<file path="config.mk">
export PLATFORM = sky130hd
export DESIGN_NAME = inverse_kinematics
export DESIGN_NICKNAME = d
export VERILOG_FILES = /design/src/rtl/inverse_kinematics.sv
export SDC_FILE = /design/constraint.sdc
export NUM_CORES = 1
export LEC_CHECK = 0
export CAP_MARGIN = 25
export CORE_UTILIZATION = 40
export CTS_CLUSTER_SIZE = 20
export DETAILED_ROUTE_END_ITERATION = 12
export PLACE_DENSITY_LB_ADDON = 0.12
export REMOVE_ABC_BUFFERS = 1
export SYNTH_ARGS = -nofsm -noshare
export SYNTH_HDL_FRONTEND = slang
export SYNTH_SLANG_ARGS = --single-unit
</file>
<file path="constraint.sdc">
create_clock -name clk -period 13.65 [get_ports clk]
set_input_delay 2.73 -clock clk [delete_from_list [all_inputs] [get_ports clk]]
set_output_delay 2.73 -clock clk [all_outputs]
set_load 0.05 [all_outputs]
</file>
<file path="src/rtl/inverse_kinematics.sv">
// inverse_kinematics -- iterative unsigned divider (radix-2 restoring, one quotient bit per clock).
//
// The block watches its operands. When either differs from the copy it last divided, it
// recomputes. A result is written only when a division finishes; the outputs never show
// partial values.
//
// Parameters
//   WIDTH    operand and result width (default 16)
//
// Ports
//   clk      system clock, rising-edge active
//   reset    asynchronous, active-high; clears the outputs and all working state
//   number   unsigned dividend
//   divisor  unsigned divisor
//   result   registered quotient (all ones when divisor == 0)
//   result2  registered remainder (equals number when divisor == 0)
//
// Build option
//   INVERSE_KINEMATICS_ROUND_EN  when defined, the quotient is rounded to nearest
//                                (2*remainder >= divisor) and saturates at all ones.
//                                The remainder output is still the truncated remainder.
//
// Latency: the outputs update WIDTH+2 rising edges after the edge at which IDLE first
// sees changed operands.

module inverse_kinematics #(
    parameter int unsigned WIDTH = 16
) (
    input  logic             clk,
    input  logic             reset,
    input  logic [WIDTH-1:0] number,
    input  logic [WIDTH-1:0] divisor,
    output logic [WIDTH-1:0] result,
    output logic [WIDTH-1:0] result2
);

    localparam int unsigned CW = (WIDTH > 1) ? $clog2(WIDTH) : 1;

    typedef enum logic [1:0] {
        StIdle,
        StLoad,
        StRun,
        StDone
    } state_e;

    state_e state_q, state_d;

    // Operands last captured. They are set to all ones on reset; first_q forces the first
    // computation even when the inputs happen to equal all ones.
    logic [WIDTH-1:0] shadow_num_q;
    logic [WIDTH-1:0] shadow_div_q;
    logic             first_q;

    // Working registers
    logic [WIDTH-1:0] dvd_q;   // dividend, shifted left so the MSB feeds the remainder
    logic [WIDTH-1:0] div_q;   // divisor captured for this operation
    logic [WIDTH-1:0] rem_q;   // partial remainder
    logic [WIDTH-1:0] quo_q;   // quotient, filled from the LSB end
    logic [CW-1:0]    cnt_q;   // run cycles left minus one

    logic             changed;
    logic             load;
    logic             step;
    logic             write;

    logic [WIDTH:0]   trial;
    logic             fits;
    logic [WIDTH-1:0] rem_sub;
    logic [WIDTH-1:0] rem_next;
    logic [WIDTH-1:0] quo_final;

    assign changed = first_q || (number != shadow_num_q) || (divisor != shadow_div_q);

    // ------------------------------------------------------------------
    // Control FSM
    // ------------------------------------------------------------------
    always_ff @(posedge clk or posedge reset) begin
        if (reset) begin
            state_q <= StIdle;
        end else begin
            state_q <= state_d;
        end
    end

    always_comb begin
        state_d = state_q;
        load    = 1'b0;
        step    = 1'b0;
        write   = 1'b0;
        unique case (state_q)
            StIdle: begin
                if (changed) begin
                    state_d = StLoad;
                end
            end
            StLoad: begin
                // Whatever is on the inputs at this edge is captured. A later change
                // shows up as a shadow mismatch during RUN.
                load    = 1'b1;
                state_d = StRun;
            end
            StRun: begin
                if (changed) begin
                    // Abandon the operation; the outputs keep their old values.
                    state_d = StLoad;
                end else begin
                    step = 1'b1;
                    if (cnt_q == '0) begin
                        state_d = StDone;
                    end
                end
            end
            StDone: begin
                write   = 1'b1;
                state_d = StIdle;
            end
            default: begin
                state_d = StIdle;
            end
        endcase
    end

    // ------------------------------------------------------------------
    // One restoring-division step
    // ------------------------------------------------------------------
    // The remainder is always below the divisor, so the shifted trial value needs one
    // extra bit. After a successful subtract the difference fits WIDTH bits again, so the
    // subtraction is done modulo 2^WIDTH. A zero divisor always "fits". The quotient then
    // fills with ones and the remainder ends up equal to the dividend, which is the
    // required divide-by-zero behaviour.
    always_comb begin
        trial    = {rem_q, dvd_q[WIDTH-1]};
        fits     = (trial >= {1'b0, div_q});
        rem_sub  = trial[WIDTH-1:0] - div_q;
        rem_next = fits ? rem_sub : trial[WIDTH-1:0];
    end

`ifdef INVERSE_KINEMATICS_ROUND_EN
    logic round_up;

    // Round half up. Skip the increment for a zero divisor and when the quotient is
    // already saturated.
    always_comb begin
        round_up  = (div_q != '0) && ({rem_q, 1'b0} >= {1'b0, div_q}) && (quo_q != '1);
        quo_final = quo_q + WIDTH'(round_up);
    end
`else
    assign quo_final = quo_q;
`endif

    // ------------------------------------------------------------------
    // Datapath and output registers
    // ------------------------------------------------------------------
    always_ff @(posedge clk or posedge reset) begin
        if (reset) begin
            shadow_num_q <= '1;
            shadow_div_q <= '1;
            first_q      <= 1'b1;
            dvd_q        <= '0;
            div_q        <= '0;
            rem_q        <= '0;
            quo_q        <= '0;
            cnt_q        <= '0;
            result       <= '0;
            result2      <= '0;
        end else begin
            if (load) begin
                shadow_num_q <= number;
                shadow_div_q <= divisor;
                first_q      <= 1'b0;
                dvd_q        <= number;
                div_q        <= divisor;
                rem_q        <= '0;
                quo_q        <= '0;
                cnt_q        <= CW'(WIDTH - 1);
            end
            if (step) begin
                rem_q <= rem_next;
                quo_q <= {quo_q[WIDTH-2:0], fits};
                dvd_q <= {dvd_q[WIDTH-2:0], 1'b0};
                cnt_q <= cnt_q - 1'b1;
            end
            if (write) begin
                result  <= quo_final;
                result2 <= rem_q;
            end
        end
    end

endmodule

</file>
Word-level counts from Yosys, hierarchy flattened:

Index checks and enable logic that the tools add are counted.

* register bits: 135
* bits in latches: 0
* memory bits (writable): 0
* bits in read-only memories: 0
* input port bits: 34
* output and inout port bits: 32
* word-level logic and storage cells: 43
* memories: 0

* add/subtract/negate cells: 2
* multiply operators: 0
* div/mod/pow operators: 0
* magnitude comparators: 1
* eq/ne operators: 7
* shift operators: 0
* mux-type cells: 16
* bitwise gates (word level): 0
* reductions and logical operators: 6

Operator list (count)
* $mux 16: 6
* $ne 16x16->1: 2
* $ge 17x16->1: 1
* $sub 16x16->16: 1
* $mux 4: 2
* $pmux 2 s4: 1
* $mux 2: 3
* $eq 2x2->1 const B: 2
* $logic_not 4->1: 1
* $mux 1: 4
* $sub 4x1->4 const B: 1
* $ne 3x3->1 const B: 1
* $eq 2x1->1 const B: 1
* $logic_not 2->1: 1
* $logic_or 1x1->1: 2
* $ne 2x2->1 const B: 1
* $reduce_and 2->1: 1
* $reduce_bool 2->1: 1

Depth between registers and ports, before layout:

Gate-level depths: netlist (run 1).

* depth after elaboration: 6
* gate-level depth with buffers: 11

Worst setup path after synthesis (run 1):

No wires, ideal clock.

* path type: input -> register
* start point: input port number[0]
* end point: register rem_q[0]
* setup time: 0.077 ns
* arrival: 4.263 ns
* required time: 13.573 ns
* slack: 9.310 ns
* stages: 6
* path buffers: 1
* cells stage by stage: xor2_1 -> or4_1 -> nor4_1 -> nand4_1 -> clkbuf_1 -> o21ai_1

* cells in the longest elaborated chain, start to end: 6

Ends and longest elaborated chain
* start, declared: RTL line 31 `input logic [WIDTH-1:0] number,`
* $ne 16x16->1 *: RTL line 72 `assign changed = first_q || (number != shadow_num_q) || (divisor != shadow_div_q);`
* $logic_or 1x1->1 * (2 in series): RTL line 72
* $mux 1 *: RTL line 103 `if (changed) begin`
* $mux 1 *: RTL line 90 `unique case (state_q)`
* $mux 16 / $reduce_bool 2->1 (equally long branches)
* end signal, assigned: RTL line 178 `rem_q <= rem_next;`
* end, declared: RTL line 57 `logic [WIDTH-1:0] rem_q;`

Every way passes the cells marked *; elsewhere a longest branch is shown, timed or not.
A chain may end at the register's enable or synchronous reset.

Worst setup path after layout (run 1):

* start point: input port divisor[14]
* end point: register cnt_q[3]

* cells in the longest elaborated chain, start to end: 5

Ends and longest elaborated chain
* start, declared: RTL line 32 `input logic [WIDTH-1:0] divisor,`
* $ne 16x16->1 *: RTL line 72
* $logic_or 1x1->1 *: RTL line 72
* $mux 1 *: RTL line 103
* $mux 1 *: RTL line 90
* $mux 4 / $reduce_bool 2->1 (equally long branches)
* end signal, assigned: RTL line 175 `cnt_q <= CW'(WIDTH - 1);`
* end signal, assigned: RTL line 181 `cnt_q <= cnt_q - 1'b1;`
* end, declared: RTL line 59 `logic [CW-1:0] cnt_q;`

Marked as above.

==> results_dict.tcl, run 1 <==
set metrics [dict create \
    status "finished, final reports clean" \
    hpwl_um 10540 \
    r2r_setup_slack_ns 10.35 \
    antenna_cells 0 \
    wl_um 15300 \
    timing_worst_setup_path_type "input port to flop" \
    hold_start "shadow_num_q[4]" \
    ant_nets 0 \
    totalNegativeSetupSlack_ns 0 \
    min_period_over_period 0.4170 \
    synth_seq_area_share 0.5161 \
    post-cts-setup-buffer-count 0 \
    initial_core_util 0.4141 \
    timing.hold.ws_ns 0.4620 \
    syn_inst 697 \
    setup_viol 0 \
    drv_cap 0 \
    filler_cell_count 1542 \
    post_cts_resized 0 \
    insertion_delay_ns 0.42 \
    rsz0062_at_grt "no" \
    yosysUniqueCellTypes 58 \
    yosys_most_used_dff "dfrtp_1" \
    cts.clk_slew.worst_paths_ns 0.06 \
    synth_edf_count 0 \
    wl_per_cell_um 15.60 \
    hold-path-cell-count 2 \
    row_count 46 \
    place_area_um2 7467 \
    grtUsageTotal 0.1964 \
    dr.pass1.iters 4 \
    die_h_um 130.7 \
    num_io_pins 66 \
    drt_iter0_markers 293 \
    cts_hold_buf 0 \
    rr_endpoint "cnt_q[3]" \
    via_count 5054 \
    clockBufferDepth 2 \
    cts_tree "yes" \
    antenna_found_initial 0 \
    final_util 0.5021 \
    crit_path_start_kind "input port" \
    synth.avg_cell_area_um2 9.505 \
    fin_ws_ns 7.958 \
    max_slew_margin 0.4074 \
    min_to "shadow_num_q[4]" \
    cts_root_buffer "clkbuf_16" \
    final_nets 804 \
    route.detailed.drc 0 \
    cts_max_level 4 \
    hold_viol 0 \
    p_per_area_nw_per_um2 114.4 \
    crit_fanout 42 \
    slew_viol_final 0 \
    layout-drive-gt1-share 0.1255 \
    worstPathRequired_ns 13.94 \
    final_cell_area_um2 8034 \
    min_path_type "flop to flop" \
    dieArea_um2 17080 \
    min_period_ns 5.692 \
    fp.dieW_um 130.7 \
    r2r_start "shadow_div_q[14]" \
    syn2layout_area_growth_pct 21.27 \
    portBuffers 65 \
    finalClockSkew_ns 0.008751 \
    worst_ep_arrival_time_ns 5.98 \
    synth_area_um2 6625 \
    endpoint_kind "flop" \
    worst_pin_slew_ns 0.8889 \
    async_flop_share 1.000 \
    coreArea_um2 16000 \
    gp_congestion 0.8769 \
    cts_buffers 17 \
    yosysWarnings 0 \
    fmax_ghz 0.1757 \
    clock_sinks 135 \
    grt_max_degree 70 \
    p_leak_nw 3.562 \
    peakVddDrop_v 0.00008182 \
    grt-ovfl-total 0 \
    worst_r2r_path_depth 8 \
    grt_pass1_vias 4933 \
    dp_slack_ns 7.547 \
    synth-seq-cells 135 \
    grt_pass1_wl_um 25130 \
    viasPerCell 5.152 \
]
==> through the flow <==
stage | total power (W) | instances
after floorplan | 0.0004597 | 662
after global placement | 0.0004839 | 948
after detailed placement | 0.0004850 | 949
final | 0.0009194 | 981
after CTS | 0.0009289 | 981
after global routing | 0.0009551 | 981
==> power by group <==
part           total [W]  internal [W]  leakage [nW]  switching, W
logic          0.0000587     0.0000246          1.63     0.0000341
registers       0.000419      0.000414          1.67    0.00000536
clock network   0.000441      0.000258         0.260      0.000184
==> sequential cells by signal (all words and copies together), names as in the netlist <==
| signal | cells |
|---|---|
| state_q | 2 |
| quo_final | 16 |
| dvd_q | 16 |
| shadow_num_q | 16 |
| first_q | 1 |
| cnt_q | 4 |
| shadow_div_q | 16 |
| rem_q | 16 |
| result | 16 |
| result2 | 16 |
| div_q | 16 |
==> final cells by class <==
cell class / instances / area (µm²) / share of cell area
clock inverter: 12 / 120.1 / 0.01495
tap: 216 / 270.3 / 0.03364
multi-input combinational: 482 / 2903 / 0.3613
inverter: 45 / 171.4 / 0.02134
timing repair buffer: 71 / 703.2 / 0.08753
clock buffer: 20 / 446.7 / 0.05560
sequential: 135 / 3420 / 0.4256
==> worst max-delay path: stages <==
cell,delay (ns)
clkdlybuf4s50_1,0.45
xnor2_1,0.38
nand4_1,0.15
nor4b_1,0.48
nand3_2,0.69
buf_4,0.53
nor4_1,0.32
xnor2_1,0.17
nand2_1,0.07
==> placed cells by master, fill, tap and decap left out, types with 6 or more instances in the layout <==
cell type	n
nand2_1	142
dfrtp_1	102
inv_1	44
nand3_1	38
xor2_1	18
dfstp_2	33
mux2i_1	11
nor4_1	8
nor2_1	32
o21ai_1	29
clkbuf_16	17
mux2_2	13
a21oi_1	9
a31oi_1	21
ha_1	17
xnor2_1	23
clkdlybuf4s50_1	65
o21ai_0	44
nor3_1	6
a21o_1	8
==> worst max path at each step <==
stage | startpoint | endpoint | cells past startpoint
global route | divisor[13] | cnt_q[3] | 9
global placement | divisor[14] | cnt_q[3] | 9
finish | divisor[14] | cnt_q[3] | 9
CTS | divisor[14] | cnt_q[3] | 9
floorplan | reset | cnt_q[0] | 1
detailed placement | divisor[14] | cnt_q[3] | 9
==> Yosys cell counts, types with 2 or more instances <==
cell | instances | area share
nand2_1 | 143 | 0.081
dfrtp_1 | 102 | 0.39
inv_1 | 45 | 0.025
o21ai_0 | 44 | 0.033
nand3_1 | 39 | 0.029
dfstp_2 | 33 | 0.13
nor2_1 | 32 | 0.018
clkbuf_1 | 29 | 0.016
o21ai_1 | 29 | 0.022
xnor2_1 | 23 | 0.030
a31oi_1 | 21 | 0.020
xor2_1 | 18 | 0.024
ha_1 | 17 | 0.032
mux2_2 | 13 | 0.022
mux2i_1 | 11 | 0.017
a21oi_1 | 9 | 0.0068
a21o_1 | 8 | 0.0091
nor4_1 | 8 | 0.0076
nor2b_1 | 6 | 0.0057
nor3_1 | 6 | 0.0045
nand4_1 | 5 | 0.0047
buf_1 | 4 | 0.0023
and2_1 | 3 | 0.0028
and4_1 | 3 | 0.0040
o21a_1 | 3 | 0.0034
o31ai_1 | 3 | 0.0034
a211o_1 | 2 | 0.0026
a211oi_1 | 2 | 0.0023
buf_6 | 2 | 0.0034
nand4b_1 | 2 | 0.0026
nor4b_1 | 2 | 0.0026
o21bai_1 | 2 | 0.0023
o22ai_1 | 2 | 0.0019
or3_1 | 2 | 0.0019
==> logic make-up after synthesis <==
| logic type | after synthesis | synth area share |
|---|---|---|
| AND/OR/NAND/NOR | 259 | 0.1745 |
| AO/OA/AOI/OAI | 138 | 0.1297 |
| flip-flops | 135 | 0.5161 |
| buffers and inverters | 80 | 0.04759 |
| XOR/XNOR | 41 | 0.05420 |
| multiplexers | 26 | 0.04268 |
| adder cells (fa/ha/maj) | 18 | 0.03513 |
==> layer usage <==
layer | track usage | wire (µm)
met1 | 0.2663 | 7530
met2 | 0.3069 | 6924
met3 | 0.03542 | 518
met4 | 0.08925 | 326
met5 | 0 | 0
(Power assumes the default switching activity.)
==> run 2, diff against run 1 <==
clock period = 4.9 ns   (was 13.65 ns; I/O delays follow)
==> results_dict.tcl, run 2 (synthesis gave the netlist of run 1 again) <==
set metrics [dict create \
    worstPathRequired_ns 5.23 \
    fp.dieW_um 130.7 \
    grtUsageTotal 0.1987 \
    power_switching_share 0.2258 \
    rsz0062_at_grt "no" \
    p_leak_nw 3.613 \
    cts_root_buffer "clkbuf_16" \
    final_nets 807 \
    cts_hold_buf 0 \
    antenna_found_initial 0 \
    drt_iter0_markers 310 \
    die_h_um 130.7 \
    dieArea_um2 17080 \
    insertion_delay_ns 0.42 \
    post-place-cells 951 \
    grt_max_degree 67 \
    finalNonFillerCells 984 \
    power_w 0.002591 \
    totalNegativeSetupSlack_ns 0 \
    setup_viol 0 \
    fmax_ghz 0.2852 \
    filler_cell_count 1532 \
    clock_sinks 135 \
    via_count 5081 \
    endpoint_kind "flop" \
    cts_buffers 17 \
    r2r_setup_slack_ns 1.91 \
    grt_pass1_vias 4979 \
    crit_fanout 23 \
    max_slew_margin 0.4208 \
    timing_worst_setup_path_type "input port to flop" \
    finalClockSkew_ns 0.005880 \
    cts_tree "yes" \
    crit_end "rem_q[14]" \
    wl_per_cell_um 15.73 \
    coreArea_um2 16000 \
    min_path_type "flop to flop" \
    dp_slack_ns 1.026 \
    grt-ovfl-total 0 \
    wl_um 15480 \
    hold_start "shadow_num_q[6]" \
    worst_pin_slew_ns 0.8687 \
    gp_congestion 0.8614 \
    hold_viol 0 \
    viasPerCell 5.164 \
    final_cell_mix "nand2_1 (142), dfrtp_1 (102), clkdlybuf4s50_1 (65)" \
    grt_pass1_wl_um 25520 \
    antenna_cells 0 \
    crit_path_start_kind "input port" \
    worst_r2r_path_depth 8 \
    initial_core_util 0.4141 \
    hpwl_um 10730 \
    p_int_w 0.002006 \
    peakVddDrop_v 0.0002302 \
    route.detailed.drc 0 \
    combPwrFrac 0.065 \
    min_period_over_period 0.7157 \
    worst_ep_arrival_time_ns 3.84 \
    drv_cap 0 \
    post_cts_resized 0 \
    cts.clk_slew.worst_paths_ns 0.06 \
    ant_nets 0 \
    final_common_cell "nand2_1" \
    post-cts-setup-buffer-count 0 \
    syn2layout_area_growth_pct 22.02 \
    fin_ws_ns 1.393 \
    status "finished, final reports clean" \
    pwr-share-seq 0.451 \
    switchingPower_w 0.0005851 \
    row_count 46 \
    cts_max_level 4 \
    clkPwrFrac 0.484 \
    clockBufferDepth 2 \
    portBuffers 65 \
    r2r_start "rem_q[7]" \
    min_period_ns 3.507 \
    crit_start "number[12]" \
    rr_endpoint "rem_q[1]" \
    layout-drive-gt1-share 0.1289 \
    num_io_pins 66 \
    p_per_area_nw_per_um2 320.6 \
    register_area_um2 3420 \
    multiInputGateArea_um2 2903 \
    slew_viol_final 0 \
    dr.pass1.iters 4 \
]
==> run 2: cell count changes in the layout (fill, tap and decap cells not counted), moves of 3 or more <==
cell        previous run  this run
clkinv_2               0         7
clkinvlp_4             5         1
clkinv_4               3         0
inv_6                  3         0
==> run 2: routing by layer <==
layer  share of wire  up-vias  wire [µm]  global-route usage
li1                -     2492          -                   -
met1            0.49     2453       7604              0.2738
met2            0.45      114       6919              0.3000
met3           0.042       22        655             0.05171
met4           0.019        0        301             0.07437
met5               0        -          0                   0
==> run 2: how the worst min path moves through the flow <==
stage,slack (ns),endpoint,depth (start not counted)
after floorplan,0.44,shadow_num_q[4],2
after global placement,0.45,shadow_num_q[8],2
after detailed placement,0.45,shadow_div_q[8],2
after CTS,0.46,shadow_div_q[8],2
after global routing,0.48,shadow_num_q[2],2
final,0.46,shadow_num_q[6],2
==> run 2: worst max-delay path, stage by stage <==
cell             delay (ns)
clkdlybuf4s50_1        0.43
xnor2_1                0.46
nand3_1                0.13
nor4b_1                0.49
nand3_2                0.49
buf_4                  0.39
or3_1                  0.36
o211ai_1               0.09
==> run 2: per-stage QoR <==
stage | hold slack [ns] | area [µm²] | utilization
6_report | 0.4636 | 8084 | 0.5052
4_1_cts | 0.4643 | 8064 | 0.5040
5_1_grt | 0.4765 | 8084 | 0.5052
2_1_floorplan | 0.4440 | 6479 | -
3_5_place_dp | 0.4544 | 7487 | 0.4679
3_3_place_gp | 0.4524 | 7487 | 0.4679
==> run 2: power groups by stage <==
stage | registers (W) | clock network [W] | logic, W
finish | 0.00117 | 0.00125 | 0.000169
global route | 0.00117 | 0.00133 | 0.000187
CTS | 0.00117 | 0.00128 | 0.000170
detailed placement | 0.00119 | 0 | 0.000169
global placement | 0.00119 | 0 | 0.000166
floorplan | 0.00118 | 0 | 0.0000971
==> run 2: cell type report <==
cell class / instances / area share
Timing Repair Buffer: 74 / 0.09194
Clock inverter: 10 / 0.01269
Inverter: 45 / 0.02120
Tap cell: 216 / 0.03343
Clock buffer: 22 / 0.05866
Multi-Input combinational cell: 482 / 0.3591
Sequential cell: 135 / 0.4230
==> run 3, diff against run 2 <==
clock period = 3.4 ns   (was 4.9 ns; I/O delays follow)
==> results_dict.tcl, run 3 (synthesis gave the netlist of run 1 again) <==
set metrics [dict create \
    status "finished, final reports clean" \
    cts_root_buffer "clkbuf_16" \
    hpwl_um 10590 \
    dp_slack_ns 0.2588 \
    max_slew_margin 0.4097 \
    final_common_cell "nand2_1" \
    filler_cell_count 1531 \
    grtUsageTotal 0.1987 \
    min_period_over_period 0.8700 \
    peakVddDrop_v 0.0003288 \
    fin_ws_ns 0.4419 \
    syn2layout_area_growth_pct 22.02 \
    layout-drive-gt1-share 0.1239 \
    multiInputGateArea_um2 2903 \
    grt_pass1_wl_um 25560 \
    min_to "shadow_num_q[5]" \
    worstPathRequired_ns 3.73 \
    coreArea_um2 16000 \
    endpoint_kind "flop" \
    r2r_setup_slack_ns 0.44 \
    num_io_pins 66 \
    rr_endpoint "rem_q[14]" \
    critical_path.max_stage_delay_ns 0.42 \
    dr.pass1.iters 5 \
    fp.dieW_um 130.7 \
    insertion_delay_ns 0.42 \
    r2r_start "rem_q[7]" \
    final_cell_mix "nand2_1 (142), dfrtp_1 (102), clkdlybuf4s50_1 (65)" \
    worst_ep_arrival_time_ns 3.29 \
    hold_start "shadow_num_q[5]" \
    grt_pass1_vias 5131 \
    worst_pin_slew_ns 0.8814 \
    antenna_found_initial 0 \
    dieArea_um2 17080 \
    clock_sinks 135 \
    min_path_type "flop to flop" \
    rsz0062_at_grt "no" \
    cts_tree "yes" \
    timing_worst_setup_path_type "flop to flop" \
    worst_r2r_path_depth 8 \
    cts.clk_slew.worst_paths_ns 0.06 \
    die_h_um 130.7 \
    wl_um 15070 \
    fmax_ghz 0.3381 \
    post-cts-setup-buffer-count 0 \
    clockBufferDepth 2 \
    gp_congestion 0.8629 \
    grt-ovfl-total 0 \
    crit_path_start_kind "flop" \
    register_area_um2 3420 \
    crit_slowest_cell "dfrtp_1" \
    antenna_cells 0 \
    row_count 46 \
    drv_cap 0 \
    crit_family "compound AO/OA/AOI/OAI gates" \
    hold-path-cell-count 2 \
    power_w 0.003752 \
    drt_iter0_markers 300 \
    min_period_ns 2.958 \
    crit_buf_inv 0 \
    cts_buffers 17 \
    cts_hold_buf 0 \
    hold_viol 0 \
    finalClockSkew_ns 0.007953 \
    post_cts_resized 0 \
    p_leak_nw 3.600 \
    ant_nets 0 \
    wl_per_cell_um 15.33 \
    setup_viol 0 \
    grt_max_degree 136 \
    portBuffers 65 \
    worstPathCellList "ha_1 -> a21o_1 -> a221o_1 -> or3_4 -> o21ai_4 -> o221ai_4 -> or3_1 -> o211ai_1" \
    p_per_area_nw_per_um2 464.1 \
    final_nets 806 \
    via_count 5105 \
    viasPerCell 5.193 \
    initial_core_util 0.4141 \
    cts_max_level 4 \
    crit_fanout 15 \
    route.detailed.drc 0 \
    slew_viol_final 0 \
]
==> run 3: per-layer routing <==
layer  track usage  part of all wire  vias to the layer above
met5             0                 0                        -
met4       0.08654             0.022                        0
met3       0.03868             0.034                       23
met2        0.3122              0.46                      111
met1        0.2678              0.49                     2477
li1              -                 -                     2494
==> run 3: worst register-to-register path, delay by kind of cell, from the launching register on <==
| family | cells | cell delay, ns |
|---|---|---|
| AO/OA/AOI/OAI | 5 | 1.27 |
| adder cells (fa/ha/maj) | 1 | 0.40 |
| flip-flops | 1 | 0.42 |
| AND/OR/NAND/NOR | 2 | 0.77 |
==> run 3: stage by stage <==
step                cell area [µm²]  setup TNS [ns]    util  instances  hold WS [ns]
global placement               7500               0  0.4687        951        0.4515
finish                         8084               0  0.5052        983        0.4613
floorplan                      6479          -87.14       -        662        0.4440
detailed placement             7500               0  0.4687        951        0.4547
global route                   8084               0  0.5052        983        0.4737
CTS                            8084               0  0.5052        983        0.4640
==> run 3: worst max-delay path by stage <==
stage | startpoint | endpoint | cells past startpoint
6_report | rem_q[7] | rem_q[14] | 8
5_1_grt | rem_q[7] | rem_q[14] | 8
4_1_cts | rem_q[7] | rem_q[14] | 8
3_5_place_dp | number[2] | rem_q[15] | 8
3_3_place_gp | number[2] | rem_q[15] | 8
2_1_floorplan | reset | cnt_q[0] | 1
==> run 3: layout make-up <==
class | instances | share of cell area
flip-flops and latches | 135 | 0.4230
multi-input cells | 482 | 0.3591
repair buffers | 73 | 0.09101
clock buffers | 23 | 0.05665
well taps | 216 | 0.03343
inverters | 45 | 0.02120
clock inverters | 9 | 0.01563
==> run 3: power breakdown <==
group          internal, W  total (W)  switching, W
combinational     0.000101   0.000238      0.000138
sequential         0.00166    0.00168     0.0000218
clock              0.00117    0.00183      0.000662
